===== src/rtl/string_feeder.sv =====
// Byte-buffer streamer: bytes are loaded into a local buffer while idle and then
// presented to a matcher one per cycle. The first PAT_LEN bytes are flagged as
// pattern bytes (EN); the rest are flagged as search bytes (EN_A). HOLD stalls
// the stream.
module string_feeder #(
  parameter int DEPTH = 32,
  parameter int AW    = 5
) (
  input  logic          CLK,
  input  logic          RST,
  input  logic          WR_EN,
  input  logic [AW-1:0] WR_ADDR,
  input  logic [7:0]    WR_DATA,
  input  logic          START,
  input  logic [AW:0]   LEN,
  input  logic [AW:0]   PAT_LEN,
  input  logic          HOLD,
  output logic          EN,
  output logic          EN_A,
  output logic [7:0]    STRING,
  output logic          BUSY,
  output logic          DONE
);

  typedef enum logic [1:0] {
    IDLE,
    SEND,
    FIN
  } state_t;

  localparam logic [AW:0] PTR_ONE = (AW+1)'(1);

  state_t      state, state_d;
  logic [7:0]  buffer [DEPTH];
  logic [AW:0] ptr, ptr_d;
  logic [AW:0] len_q, len_d;
  logic [AW:0] pat_q, pat_d;
  logic [7:0]  string_d;
  logic        en_d, en_a_d, busy_d, done_d;
  logic        pat_byte;

  // Buffer writes are accepted only while idle; reset blocks the write but never clears contents.
  always_ff @(posedge CLK) begin
    if (RST && state == IDLE && WR_EN) begin
      buffer[WR_ADDR] <= WR_DATA;
    end
  end

  // Next-state and next-output logic for the streaming FSM.
  always_comb begin
    state_d  = state;
    ptr_d    = ptr;
    len_d    = len_q;
    pat_d    = pat_q;
    string_d = STRING;
    en_d     = EN;
    en_a_d   = EN_A;
    busy_d   = BUSY;
    done_d   = 1'b0;
    pat_byte = (ptr < pat_q);
    unique case (state)
      IDLE: begin
        if (START && LEN != '0) begin
          len_d   = LEN;
          pat_d   = PAT_LEN;
          ptr_d   = '0;
          busy_d  = 1'b1;
          state_d = SEND;
        end
      end
      SEND: begin
        if (HOLD) begin
          en_d   = 1'b0;
          en_a_d = 1'b0;
        end else begin
          string_d = buffer[ptr[AW-1:0]];
          en_d     = pat_byte;
          en_a_d   = ~pat_byte;
          ptr_d    = ptr + PTR_ONE;
          if (ptr == len_q - PTR_ONE) begin
            state_d = FIN;
          end
        end
      end
      FIN: begin
        en_d    = 1'b0;
        en_a_d  = 1'b0;
        busy_d  = 1'b0;
        done_d  = 1'b1;
        state_d = IDLE;
      end
      default: begin
        state_d = IDLE;
      end
    endcase
  end

  // State and output registers with synchronous active-low reset.
  always_ff @(posedge CLK) begin
    if (!RST) begin
      state  <= IDLE;
      ptr    <= '0;
      len_q  <= '0;
      pat_q  <= '0;
      STRING <= '0;
      EN     <= 1'b0;
      EN_A   <= 1'b0;
      BUSY   <= 1'b0;
      DONE   <= 1'b0;
    end else begin
      state  <= state_d;
      ptr    <= ptr_d;
      len_q  <= len_d;
      pat_q  <= pat_d;
      STRING <= string_d;
      EN     <= en_d;
      EN_A   <= en_a_d;
      BUSY   <= busy_d;
      DONE   <= done_d;
    end
  end

endmodule


===== config.mk =====
export PLATFORM = sky130hd
export DESIGN_NAME = string_feeder
export DESIGN_NICKNAME = d
export VERILOG_FILES = /design/src/rtl/string_feeder.sv
export SDC_FILE = /design/constraint.sdc
export NUM_CORES = 1
export LEC_CHECK = 0
export ABC_CLOCK_PERIOD_IN_PS = 2800
export CORE_MARGIN = 3
export CORE_UTILIZATION = 35
export CTS_CLUSTER_SIZE = 25
export DETAILED_ROUTE_END_ITERATION = 12
export PLACE_DENSITY = 0.61
export SLEW_MARGIN = 20
export SYNTH_ARGS = -nofsm -noshare
export SYNTH_HDL_FRONTEND = slang
export SYNTH_SLANG_ARGS = --single-unit
export TNS_END_PERCENT = 50

===== constraint.sdc =====
create_clock -name CLK -period 2.8 [get_ports CLK]
set_clock_uncertainty 0.2 [all_clocks]
set_input_delay 0.56 -clock CLK [delete_from_list [all_inputs] [get_ports CLK]]
set_output_delay 0.56 -clock CLK [all_outputs]
set_load 0.1 [all_outputs]

==> results.py <==
metrics = {
    "layout": {
        "layout_common_cells": "edfxtp_1 (256), buf_4 (74), mux4_2 (64)",
        "area_delta_synth_final_pct": 20.7,
        "nFillCells": 2762,
        "seqCellArea_mm2": 0.00833,
        "nets": 776,
        "diodes": 0,
        "final_common_cell": "edfxtp_1",
        "multi_input_area_mm2": 0.00295,
        "final_layout_size_suffix_gt1_share_pct": 25.7,
    },
    "yosys": {
        "syn-num-nets": 666,
        "yosys.cell_types.count": 45,
        "synth-edff-count": 256,
        "yosys.area.top_type": "edfxtp_1",
        "syn_area_per_cell_um2": 18.3,
        "ys_seq_area_share_pct": 72.7,
        "postSynthCellCount": 625,
        "ys_ff_latch": 288,
        "ys_warn_count": 0,
        "synth_area_leaders": "edfxtp_1 (67%), mux4_2 (13%), dfxtp_1 (5.6%), nor2_1 (1.5%), mux2i_1 (1.2%)",
        "synth_ff_type": "edfxtp_1",
        "async_flop_share_pct": 0,
        "syn_area_mm2": 0.0115,
        "synth_top_cell_area_share_pct": 67.1,
    },
    "power_and_ir_drop": {
        "p_seq_share_pct": 50.4,
        "power_frac_clock_pct": 43.3,
        "intPower_mw": 7.46,
        "comb_power_share_pct": 6.3,
        "power_density_mw_per_mm2": 680,
        "switching_share_pct": 20.7,
        "power_leakage_nw": 4.46,
        "peakVddDrop_v": 0.000491,
        "power.net_switching_mw": 1.94,
    },
    "clock_network": {
        "cts_tree": "done",
        "hold_buffers": 0,
        "ctsRootBufferMaster": "clkbuf_16",
        "cts_setup_buffers": 0,
        "cts_resized": 0,
        "path_clk_slew_ns": 0.06,
        "cts_num_sinks": 288,
        "htreeDepth": 1,
        "clk-insertion-delay-late_ns": 0.55,
        "clockBufferDepth": 3,
        "cts_made_buffers": 30,
    },
    "worst_hold_path": {
        "min_path_type": "flop to flop",
        "whs_path_depth": 1,
        "holdCritStartpoint": "STRING[3]$_SDFFE_PN0P_",
        "hold_end": "STRING[3]$_SDFFE_PN0P_",
    },
    "placed_design": {
        "numPortBuffers": 41,
        "pre_cts_slack_ns": 0.0318,
        "place_hpwl_um": 16100,
        "globalplace.congestion": 0.861,
    },
    "sta": {
        "max_freq_ghz": 0.419,
        "tns_ns": 0,
        "setup_viol": 0,
        "fin_ws_ns": 0.413,
        "tightest_slew_ns": 0.704,
        "rsz0062_at_grt": "false",
        "slew_violations": 0,
        "min_period_ns": 2.39,
        "timing.hold.ws_ns": 0.287,
        "finalCritPeriodShare_pct": 85.2,
        "relSlewSlack_pct": 53.0,
        "hold_violations": 0,
    },
    "setup_path": {
        "start_kind": "flop",
        "critPathMaxFanout": 19,
        "crit_arrival_ns": 2.63,
        "startpoint": "ptr[0]$_SDFFE_PN0P_",
        "worstPathRequired_ns": 3.04,
        "worstSetupPathType": "flop to flop",
        "r2r_end": "STRING[7]$_SDFFE_PN0P_",
        "worstSetupEndpointType": "flop",
        "worst-r2r-setup-slack_ns": 0.41,
        "regToRegStartpoint": "ptr[0]$_SDFFE_PN0P_",
        "reg2reg_depth": 5,
    },
    "global_routing": {
        "overflow": 0,
        "antenna_found_initial": 0,
        "grt_pass1_wl_um": 37800,
        "grt_pass1_vias": 6327,
        "grt_max_degree": 53,
        "track_usage_pct": 13.9,
    },
    "die": {
        "start_util_pct": 35.9,
        "dieHeight_um": 187,
        "dieArea_mm2": 0.0349,
        "core_area_mm2": 0.0319,
        "top_level_ports": 42,
        "num_rows": 65,
        "die_w_um": 187,
    },
    "detailed_routing": {
        "via_per_inst": 5.08,
        "dr.pass1.iters": 5,
        "route.detailed.drc": 0,
        "wl_um": 24400,
        "vias": 6062,
        "drtIter0Drc": 473,
        "ant_nets": 0,
        "wl_per_cell_um": 20.5,
    },
    "run": {
        "maxCapViolCount": 0,
    },
    "run_status": {
        "outcome": "finished, final reports clean",
    },
}
[worst max-delay path, cell delays in order (launching register included)]
cell      delay [ns]
dfxtp_4         0.50
buf_12          0.24
mux4_2          0.54
mux2i_1         0.33
a311oi_1        0.22
a22o_1          0.24
[layout make-up]
type / count / share of cell area, %
inverter: 13 / 0.353
sequential: 288 / 60.3
clock buffer: 35 / 5.57
multi-input combinational: 295 / 21.3
clock inverter: 20 / 1.87
tap: 435 / 3.94
timing repair buffer: 107 / 6.70
[synth_stat cells (9+ instances only)]
master,count
clkbuf_1,11
mux4_2,64
nand3_1,21
nor2_1,45
edfxtp_1,256
a22oi_1,12
dfxtp_1,32
nand2_1,20
mux2i_1,14
nor2b_1,12
ha_1,11
buf_2,9
inv_1,13
[flip-flops by register name, summed over array words and instances, names as in the netlist]
signal  cells
EN_A        1
state       2
STRING      8
BUSY        1
pat_q       6
DONE        1
ptr         6
EN          1
len_q       6
buffer    256
[through the flow]
stage	std cells	util [%]	power, mW	area [um^2]
2_1_floorplan	625	-	5.17	11500
3_3_place_gp	1138	40.1	5.41	12800
3_5_place_dp	1138	40.1	5.43	12800
4_1_cts	1193	43.4	9.49	13800
5_1_grt	1193	43.4	9.72	13800
6_report	1193	43.4	9.41	13800
[worst max-delay path by stage]
stage / end / slack (ns) / cells after the start
after floorplan: state[0]$_SDFFE_PN0P_ / 0.55 / 6
after global placement: state[0]$_SDFFE_PN0P_ / 0.04 / 7
after detailed placement: len_q[2]$_SDFFE_PN0P_ / 0.03 / 8
after CTS: STRING[1]$_SDFFE_PN0P_ / 0.41 / 5
after global routing: state[0]$_SDFFE_PN0P_ / 0.25 / 7
final: STRING[7]$_SDFFE_PN0P_ / 0.41 / 5
[kinds of logic after synthesis]
kind of cell	share of synthesized area, %
buffers and inverters	1.54
DFF	72.7
muxes	13.8
and+or+nand+nor	5.36
AOI/OAI and AO/OA	4.44
adders and majority gates	1.20
xor gates and xnor gates	0.918
[layer usage]
metal | vias to the layer above | track usage, % | routed length (um)
met4 | 0 | 3.14 | 447
met5 | - | 0 | 0
met2 | 191 | 23.1 | 11800
li1 | 2740 | - | -
met3 | 35 | 2.94 | 1730
met1 | 3096 | 19.1 | 10400
[power groups by stage]
stage	Sequential [mW]	Combinational (mW)	Clock, mW
3_5_place_dp	4.83	0.591	0
5_1_grt	4.75	0.636	4.34
3_3_place_gp	4.83	0.576	0
6_report	4.74	0.589	4.08
2_1_floorplan	4.90	0.274	0
4_1_cts	4.74	0.594	4.15
(Power assumes the default switching activity.)
